===== src/rtl/control_turnos.sv =====
// control_turnos: turn controller for a board game shared by NUM_JUG players.
// Accepts one dice value per turn through a valid/ready handshake, moves the
// current player (overshooting META is a lost move), detects the winner and
// rotates the turn round-robin.
//
// Optional feature macro: TURNO_EXTRA_EN
//   defined   -> a non-winning 6 grants an extra turn, at most 2 in a row.
//   undefined -> the turn always passes to the next player.
//
// Ports:
//   clk           in   clock, rising edge
//   reset         in   synchronous, active-high reset
//   dado_valid    in   dice value presented
//   dado[2:0]     in   dice value, legal 1..6
//   dado_ready    out  dice value accepted this cycle (ESPERA only)
//   cuadros[8:0]  out  board increment, nonzero only in MOVER of a legal move
//   sel_jugador   out  index of the player whose turn it is
//   posicion[8:0] out  registered position of sel_jugador
//   turno_fin     out  one-cycle pulse when a turn completes
//   error_dado    out  one-cycle pulse after an illegal dice value (0 or 7)
//   ganador_valid out  sticky, a player reached META
//   ganador[1:0]  out  winning player index
module control_turnos #(
    parameter int unsigned NUM_JUG = 4,
    parameter logic [8:0]  META    = 9'd63
) (
    input  logic       clk,
    input  logic       reset,
    input  logic       dado_valid,
    input  logic [2:0] dado,
    output logic       dado_ready,
    output logic [8:0] cuadros,
    output logic [1:0] sel_jugador,
    output logic [8:0] posicion,
    output logic       turno_fin,
    output logic       error_dado,
    output logic       ganador_valid,
    output logic [1:0] ganador
);

    typedef enum logic [2:0] {Espera, Mover, Verificar, Siguiente, Fin} estado_e;

    estado_e    estado_q, estado_d;
    logic [2:0] dado_q, dado_d;
    logic [8:0] pos_q [NUM_JUG];
    logic [1:0] sel_q, sel_d;
    logic       err_q, err_d;
    logic       gan_valid_q, gan_valid_d;
    logic [1:0] gan_q, gan_d;
    logic       mover_en;
    logic       dado_ok;
    logic [9:0] suma;
    logic [1:0] sel_sig;

`ifdef TURNO_EXTRA_EN
    logic [1:0] extra_q, extra_d;
`endif

    assign posicion = pos_q[sel_q];
    assign dado_ok  = (dado != 3'd0) && (dado != 3'd7);
    // 10-bit sum so a move near 511 cannot wrap and look legal.
    assign suma     = {1'b0, posicion} + {7'b0, dado_q};
    assign sel_sig  = (sel_q == 2'(NUM_JUG - 1)) ? 2'd0 : sel_q + 2'd1;

    always_comb begin
        estado_d    = estado_q;
        dado_d      = dado_q;
        sel_d       = sel_q;
        err_d       = 1'b0;
        gan_valid_d = gan_valid_q;
        gan_d       = gan_q;
        mover_en    = 1'b0;
        dado_ready  = 1'b0;
        cuadros     = 9'd0;
        turno_fin   = 1'b0;
`ifdef TURNO_EXTRA_EN
        extra_d     = extra_q;
`endif
        unique case (estado_q)
            Espera: begin
                dado_ready = 1'b1;
                if (dado_valid) begin
                    if (dado_ok) begin
                        dado_d   = dado;
                        estado_d = Mover;
                    end else begin
                        err_d = 1'b1;
                    end
                end
            end
            Mover: begin
                // Overshoot: the move is lost, cuadros stays 0.
                if (suma <= {1'b0, META}) begin
                    cuadros  = {6'b0, dado_q};
                    mover_en = 1'b1;
                end
                estado_d = Verificar;
            end
            Verificar: begin
                if (posicion == META) begin
                    gan_d       = sel_q;
                    gan_valid_d = 1'b1;
                    estado_d    = Fin;
                end else begin
                    estado_d = Siguiente;
                end
            end
            Siguiente: begin
                turno_fin = 1'b1;
`ifdef TURNO_EXTRA_EN
                if (dado_q == 3'd6 && extra_q != 2'd2) begin
                    extra_d = extra_q + 2'd1;
                end else begin
                    extra_d = 2'd0;
                    sel_d   = sel_sig;
                end
`else
                sel_d = sel_sig;
`endif
                estado_d = Espera;
            end
            Fin: begin
                estado_d = Fin;
            end
            default: estado_d = Espera;
        endcase
    end

    always_ff @(posedge clk) begin
        if (reset) begin
            estado_q    <= Espera;
            dado_q      <= 3'd0;
            sel_q       <= 2'd0;
            err_q       <= 1'b0;
            gan_valid_q <= 1'b0;
            gan_q       <= 2'd0;
            for (int i = 0; i < NUM_JUG; i++) begin
                pos_q[i] <= 9'd0;
            end
`ifdef TURNO_EXTRA_EN
            extra_q     <= 2'd0;
`endif
        end else begin
            estado_q    <= estado_d;
            dado_q      <= dado_d;
            sel_q       <= sel_d;
            err_q       <= err_d;
            gan_valid_q <= gan_valid_d;
            gan_q       <= gan_d;
            if (mover_en) begin
                pos_q[sel_q] <= suma[8:0];
            end
`ifdef TURNO_EXTRA_EN
            extra_q     <= extra_d;
`endif
        end
    end

    assign sel_jugador   = sel_q;
    assign error_dado    = err_q;
    assign ganador_valid = gan_valid_q;
    assign ganador       = gan_q;

endmodule


===== config.mk =====
export PLATFORM = sky130hd
export DESIGN_NAME = control_turnos
export DESIGN_NICKNAME = d
export VERILOG_FILES = /design/src/rtl/control_turnos.sv
export SDC_FILE = /design/constraint.sdc
export NUM_CORES = 1
export LEC_CHECK = 0
export BUFFER_PORTS_ARGS = -buffer_cell sky130_fd_sc_hd__buf_2
export CAP_MARGIN = 20
export CORE_ASPECT_RATIO = 2
export CORE_MARGIN = 10
export CORE_UTILIZATION = 25
export DETAILED_ROUTE_END_ITERATION = 10
export GPL_TIMING_DRIVEN = 0
export PLACE_DENSITY = 0.46
export SETUP_SLACK_MARGIN = 0.3
export SYNTH_ARGS = -nofsm -noshare
export SYNTH_HDL_FRONTEND = slang
export SYNTH_SLANG_ARGS = --single-unit

===== constraint.sdc =====
create_clock -name clk -period 10.7 [get_ports clk]
set_input_delay 0.535 -clock clk [delete_from_list [all_inputs] [get_ports clk]]
set_output_delay 0.535 -clock clk [all_outputs]
set_load 0.02 [all_outputs]

==> impl_metrics.yaml, run 1 <==
synth:
  synth_edf_count: 36
  async_flop_share: 0
  synth_cell_type_count: 42
  synth_top_area_share: 0.4390
  syn-cell-area_sq_um: 2462
  synth.yosys.warnings: 0
  synth_cells: 193
  synth-main-ff-cell: "edfxtp_1"
  yosysMostFrequentCell: "edfxtp_1"
  ys_ff_latch: 50
  syn_area_per_cell_sq_um: 12.76
  synth_common_cells: "edfxtp_1, nor2_1, dfxtp_1"
  synth_area_leaders: "edfxtp_1, dfxtp_1, mux4_1"
  synth_top_area_cell: "edfxtp_1"
  ys_seq_area_frac: 0.5528
power:
  p_clk_frac: 0.409
  p_switching_uw: 106.9
  power_frac_seq: 0.488
  p_sw_frac: 0.2379
  leakage_nw: 1.116
  power_frac_comb: 0.103
  peakVddDrop_mv: 0.08432
  p_int_uw: 342.3
  p_per_area_nw_per_um2: 150.4
clock_network:
  clk_latency_ps: 300
  cts.repair.resized: 0
  hold_buffers: 0
  cts_inserted_buffers: 5
  clock_path_buffers: 2
  htreeDepth: 2
  post_cts_buffers: 0
  cts_tree: "done"
  clk_pin_slew_worst_paths_ps: 70
  clock-root-buffer: "clkbuf_16"
  clock-sinks: 50
critical_path:
  critical_path_class: "reg -> out"
  rrSetupSlack_ps: 6620
  cp_top_family: "compound AO/OA/AOI/OAI gates"
  required_ps: 10170
  path_max_fanout: 10
  crit_path_cell_trace: "buf_6 > mux4_1 > ha_1 > a21o_1 > a21oi_1 > or4b_4 > a21o_1 > buf_6 > buf_6 > nor2_1 > buf_2"
  crit_path_top_delay_cell: "mux4_1"
  path_common_cell: "buf_6"
  reg2reg_depth: 10
  worst_setup_path_start_kind: "register"
  cp-end-kind: "primary output"
  crit_path_max_incr_delay_ps: 710
  worst-path-buf-inv: 4
  worstPathArrival_ps: 3740
  rr_endpoint: "pos_q[3][5]$_DFFE_PP_"
detailed_routing:
  route.detailed.drc: 0
  antenna_left: 0
  avgRoutedWirePerCell_microns: 16.15
  via_count: 1667
  first_iter_violations: 107
  vias_per_cell: 4.445
  wirelength_microns: 6057
  drtPass1Iterations: 4
sta:
  fin_tns_setup_ps: 0
  fin_skew_ps: 7.232
  rsz0062_at_grt: "false"
  slew_viol_final: 0
  min_period_over_period: 0.3994
  tightest_slew_ps: 888.6
  final-hold-violation-count: 0
  finalSetupViolCount: 0
  maxSlewHeadroom: 0.4021
  fmax_mhz: 234.0
  fin_crit_ps: 4274
die:
  start_util: 0.2539
  die_area_sq_um: 14460
  row_count: 51
  die_h_microns: 160.4
  core_area_sq_um: 9699
  io_pins: 32
  die_w_microns: 90.18
cells_and_area:
  nFillCells: 1017
  layout-drive-gt1-share: 0.2551
  final_cell_area_sq_um: 2987
  stdcell_count: 375
  num-nets-final: 253
  syn2layout_area_growth_pct: 21.29
  n_antenna_cell: 0
grt:
  grt_pass1_vias: 1721
  grt_pass1_wl_microns: 9563
  grt_max_degree: 17
  grtUsageTotal: 0.08595
  antenna_found_initial: 0
  overflow: 0
hold_path:
  hold_start: "ganador_valid$_SDFFE_PP0P_"
  hold_class: "reg -> reg"
  holdPathStages: 2
  min_to: "ganador_valid$_SDFFE_PP0P_"
flow_run:
  maxCapViolCount: 0
run_status:
  outcome: "finished clean"
place:
  dp.cells: 367
  gp_congestion: 0.7535
  portBuffers: 25
  placed_area_sq_um: 2816
  post-dp-hpwl_microns: 4668
cells in the final DEF, fill, tap and decap left out, drive strengths merged, types with 5 or more instances in the layout:
cell type	n
mux4	8
nor3	13
clkbuf	8
nand3	5
buf	34
nor4	5
nand2	12
a21oi	9
nor4b	5
nand2b	7
edfxtp	36
mux2i	5
inv	7
conb	18
nor2	16
dfxtp	14
state kept, by name (all words and copies together) (netlist names), named ones only:
signal,cells
pos_q,36
dado_q,3
estado_q,3
ganador,2
sel_jugador,2
error_dado,1
ganador_valid,1
how the worst max path moves through the flow:
stage / from / to / slack [ps] / depth (start not counted)
2_1_floorplan: register / cuadros[0] / 6960 / 10
3_3_place_gp: register / pos_q[3][3]$_DFFE_PP_ / 6560 / 10
3_5_place_dp: register / pos_q[3][3]$_DFFE_PP_ / 6580 / 10
4_1_cts: register / cuadros[1] / 6400 / 11
5_1_grt: register / cuadros[2] / 6270 / 11
6_report: register / cuadros[1] / 6430 / 11
cell type report:
cell class / count / area (sq um) / share of cell area
Inverter: 7 / 26.28 / 0.008798
Timing Repair Buffer: 25 / 125.1 / 0.04189
Tap cell: 132 / 165.2 / 0.05530
Sequential cell: 50 / 1361 / 0.4558
Clock buffer: 5 / 125.1 / 0.04189
Buffer: 12 / 91.34 / 0.03058
Clock inverter: 3 / 45.04 / 0.01508
Multi-Input combinational cell: 141 / 1047 / 0.3506
power by group through the flow:
stage          logic, mW  registers [mW]  clock network, mW
2_1_floorplan     0.0332           0.222                  0
3_3_place_gp      0.0466           0.223                  0
3_5_place_dp      0.0467           0.224                  0
4_1_cts           0.0469           0.219              0.188
5_1_grt           0.0513           0.220              0.194
6_report          0.0464           0.219              0.184
cells by family (layout without fill, tap and decap cells):
| family | after synthesis | count (layout) | share of synthesized area |
|---|---|---|---|
| other | 1 | 18 | 0.001523 |
| buffers and inverters | 19 | 52 | 0.04776 |
| muxes | 14 | 14 | 0.1057 |
| and+or+nand+nor | 76 | 76 | 0.1834 |
| AOI/OAI and AO/OA | 26 | 26 | 0.07317 |
| xor gates and xnor gates | 2 | 2 | 0.007115 |
| adders and majority gates | 5 | 5 | 0.02846 |
| DFF | 50 | 50 | 0.5528 |
per-layer routing:
layer / wire length (microns) / up-vias / part of all wire / GRT usage
met5: 0 / - / 0 / 0
met4: 194 / 0 / 0.032 / 0.05531
met3: 209 / 11 / 0.035 / 0.01867
met2: 3495 / 36 / 0.58 / 0.1643
met1: 2156 / 819 / 0.36 / 0.07861
li1: - / 801 / - / -
through the flow:
step                  util  hold slack [ps]  setup WS [ps]  power, mW
finish              0.3079            441.3           6426     0.4491
global route        0.3079            455.0           6272     0.4657
CTS                 0.3079            444.0           6397     0.4545
global placement    0.2904            430.1           6560     0.2700
detailed placement  0.2904            432.9           6582     0.2703
floorplan                -            453.0           6965     0.2554
tightest hold or removal path, cell delays in order, from the launching register on:
cell	delay [ps]
dfxtp_1	310
inv_1	40
a21oi_1	50
Power figures use the tool's default switching activity.
==> run 2, diff against run 1 <==
--- a/config.mk
+++ b/config.mk
@@ -5,6 +5,7 @@
 export SDC_FILE = /design/constraint.sdc
 export NUM_CORES = 1
 export LEC_CHECK = 0
+export ABC_AREA = 1
 export BUFFER_PORTS_ARGS = -buffer_cell sky130_fd_sc_hd__buf_2
 export CAP_MARGIN = 20
 export CORE_ASPECT_RATIO = 2
@@ -12,7 +13,7 @@
 export CORE_UTILIZATION = 25
 export DETAILED_ROUTE_END_ITERATION = 10
 export GPL_TIMING_DRIVEN = 0
-export PLACE_DENSITY = 0.46
+export PLACE_DENSITY = 0.47
 export SETUP_SLACK_MARGIN = 0.3
 export SYNTH_ARGS = -nofsm -noshare
 export SYNTH_HDL_FRONTEND = slang
==> constraint.sdc (replaced) <==
create_clock -name clk -period 3.45 [get_ports clk]
set_input_delay 0.1725 -clock clk [delete_from_list [all_inputs] [get_ports clk]]
set_output_delay 0.1725 -clock clk [all_outputs]
set_load 0.02 [all_outputs]
==> impl_metrics.yaml, run 2 <==
clock_network:
  cts_tree: "done"
  clock-root-buffer: "clkbuf_16"
  clk_latency_ps: 290
  cts_inserted_buffers: 5
  clock-sinks: 50
  htreeDepth: 2
  hold_buffers: 0
  clk_pin_slew_worst_paths_ps: 60
  clock_path_buffers: 2
cells_and_area:
  mostFrequentLayoutCell: "nand2_1"
  num-nets-final: 351
  most-common-layout-cells: "nand2_1, nor2_1, edfxtp_1"
  final_cell_area_sq_um: 3132
  syn2layout_area_growth_pct: 24.65
  n_antenna_cell: 0
  layout-drive-gt1-share: 0.2229
  nFillCells: 1025
  largestRegisters: "pos_q (36), dado_q (3), estado_q (3)"
  max_flop_register: "pos_q"
  largest_reg_flops: 36
critical_path:
  critical_path_class: "reg -> reg"
  cp_top_family: "simple AND/OR/NAND/NOR gates"
  worstPathArrival_ps: 2970
  rr_endpoint: "pos_q[2][7]$_SDFFCE_PN0P_"
  path_max_fanout: 10
  path_common_cell: "nand2_1"
  worst_setup_path_start_kind: "register"
  reg2reg_depth: 17
  required_ps: 3420
  cp-end-kind: "register"
  rrSetupSlack_ps: 460
  crit_path_top_delay_cell: "fa_1"
  crit_path_cell_trace: "inv_4 > buf_6 > o21ai_1 > o22ai_2 > ha_2 > fa_1 > nand2_1 > inv_1 > nor2_1 > nor2_2 > nand2_1 > nand2_1 > nand2_1 > nand2_2 > nor2_8 > nand4_4 > nand2_2"
  worst-path-buf-inv: 3
  crit_path_max_incr_delay_ps: 380
sta:
  fin_crit_ps: 2994
  slew_viol_final: 0
  tightest_slew_ps: 798.7
  maxSlewHeadroom: 0.4675
  finalSetupViolCount: 0
  rsz0062_at_grt: "false"
  final-hold-violation-count: 0
  min_period_over_period: 0.8677
  fmax_mhz: 334.0
  fin_skew_ps: 2.798
detailed_routing:
  wirelength_microns: 6785
  antenna_left: 0
  via_count: 1945
  first_iter_violations: 91
  avgRoutedWirePerCell_microns: 14.34
  route.detailed.drc: 0
  drtPass1Iterations: 4
  vias_per_cell: 4.112
synth:
  syn_area_per_cell_sq_um: 8.785
  synth_top_area_cell: "edfxtp_1"
  synth.area.mux_share: 0
  synth_cells: 286
  synth.yosys.warnings: 0
  synth_edf_count: 36
  synth-compound-area-share: 0.06076
  ys_seq_area_frac: 0.5418
  synth-main-ff-cell: "edfxtp_1"
  synth_common_cells: "nand2_1, nor2_1, edfxtp_1"
  yosys.area_share.simple: 0.2774
  synth_fa_ha_area_frac: 0.02789
  synth_cell_type_count: 28
  ys_ff_latch: 50
  synth_top_area_share: 0.4303
  synth_top_family_by_area: "simple AND/OR/NAND/NOR gates"
  synth-xor-area-share: 0.003486
  yosysMostFrequentCell: "nand2_1"
  synth_area_leaders: "edfxtp_1, nand2_1, dfxtp_1"
  async_flop_share: 0
  syn-cell-area_sq_um: 2512
power:
  p_per_area_nw_per_um2: 484.6
  leakage_nw: 1.374
  peakVddDrop_mv: 0.3732
  total_power_mw: 1.518
place:
  gp_congestion: 0.7845
  placed_area_sq_um: 2867
  portBuffers: 25
  post-dp-hpwl_microns: 5403
grt:
  overflow: 0
  grt_pass1_vias: 1964
  antenna_found_initial: 0
  grt_pass1_wl_microns: 10160
  grtUsageTotal: 0.09079
  grt_max_degree: 16
die:
  row_count: 51
  die_h_microns: 161.8
  start_util: 0.2573
  die_area_sq_um: 14700
  die_w_microns: 90.89
  core_area_sq_um: 9763
  io_pins: 32
hold_path:
  hold_start: "reset"
  holdPathStages: 2
  hold_class: "in -> reg"
  min_to: "ganador_valid$_SDFFE_PP0P_"
run_status:
  outcome: "finished clean"
flow_run:
  maxCapViolCount: 0
-- run 2: cell count changes after synthesis, sizes merged, moves of 7 or more --
cell	delta
nand2	+68
inv	+31
nor2	+29
nand3	+17
nor3	-11
mux4	-8
nand2b	-7
o21ai	+7
-- run 2: report_power, final --
group	internal [mW]	switching (mW)
sequential	0.680	0.0240
clock	0.267	0.218
combinational	0.0990	0.229
total	1.05	0.471
-- run 2: worst max path at each step --
stage / startpoint / to / slack [ps] / cells past startpoint
4_1_cts: register / cuadros[2] / 310 / 19
2_1_floorplan: register / pos_q[1][0]$_SDFFCE_PN0P_ / 450 / 16
3_3_place_gp: register / pos_q[1][8]$_SDFFCE_PN0P_ / -30 / 16
6_report: register / pos_q[2][7]$_SDFFCE_PN0P_ / 460 / 17
5_1_grt: register / cuadros[1] / 300 / 18
3_5_place_dp: register / pos_q[1][8]$_SDFFCE_PN0P_ / -130 / 16
-- run 2: cell type report --
cell class	count	area, sq um	area share
sequential	50	1364	0.4355
multi-input combinational	204	1060	0.3384
timing repair buffer	30	170.2	0.05433
tap	132	165.2	0.05274
inverter	38	147.6	0.04714
clock buffer	6	128.9	0.04115
buffer	11	86.33	0.02757
clock inverter	2	10.01	0.003196
-- run 2: timing repair --
action | CTS | global route
pin swaps | 2 | 5
setup buffers | 2 | 3
gates cloned | 0 | 0
gates resized for setup | 17 | 12
endpoints found under the setup margin | 39 | 39
-- run 2: cell families after synthesis --
family          Yosys count
compound gates           28
buf+inv                  49
flops                    50
other cells               1
xor+xnor                  1
fa+ha+maj                 5
simple gates            152
-- run 2: through the flow --
| stage | TNS, ps | util | setup slack [ps] | std cells | hold WS (ps) |
|---|---|---|---|---|---|
| after floorplan | 0 | - | 445.8 | 303 | 241.6 |
| after global routing | 0 | 0.3208 | 296.3 | 473 | 122.0 |
| final | 0 | 0.3208 | 456.4 | 473 | 107.1 |
| after detailed placement | -1897 | 0.2936 | -126.9 | 460 | 412.4 |
| after CTS | 0 | 0.3149 | 307.6 | 470 | 100.8 |
| after global placement | -380.1 | 0.2936 | -34.12 | 460 | 409.0 |
-- run 2: worst reg2reg max path: cells and delay by family, from the launching register on --
kind	cells	cell delay (ps)
fa+ha+maj	2	600
simple gates	10	1170
compound gates	2	270
flops	1	360
buf+inv	3	270
-- run 2: per-layer routing --
metal  vias up  GRT usage  wire length [microns]
li1       1006          -                      -
met1       889    0.07669                   2393
met2        40     0.1869                   3950
met3        10    0.01708                    231
met4         0    0.05086                    210
met5         -          0                      0
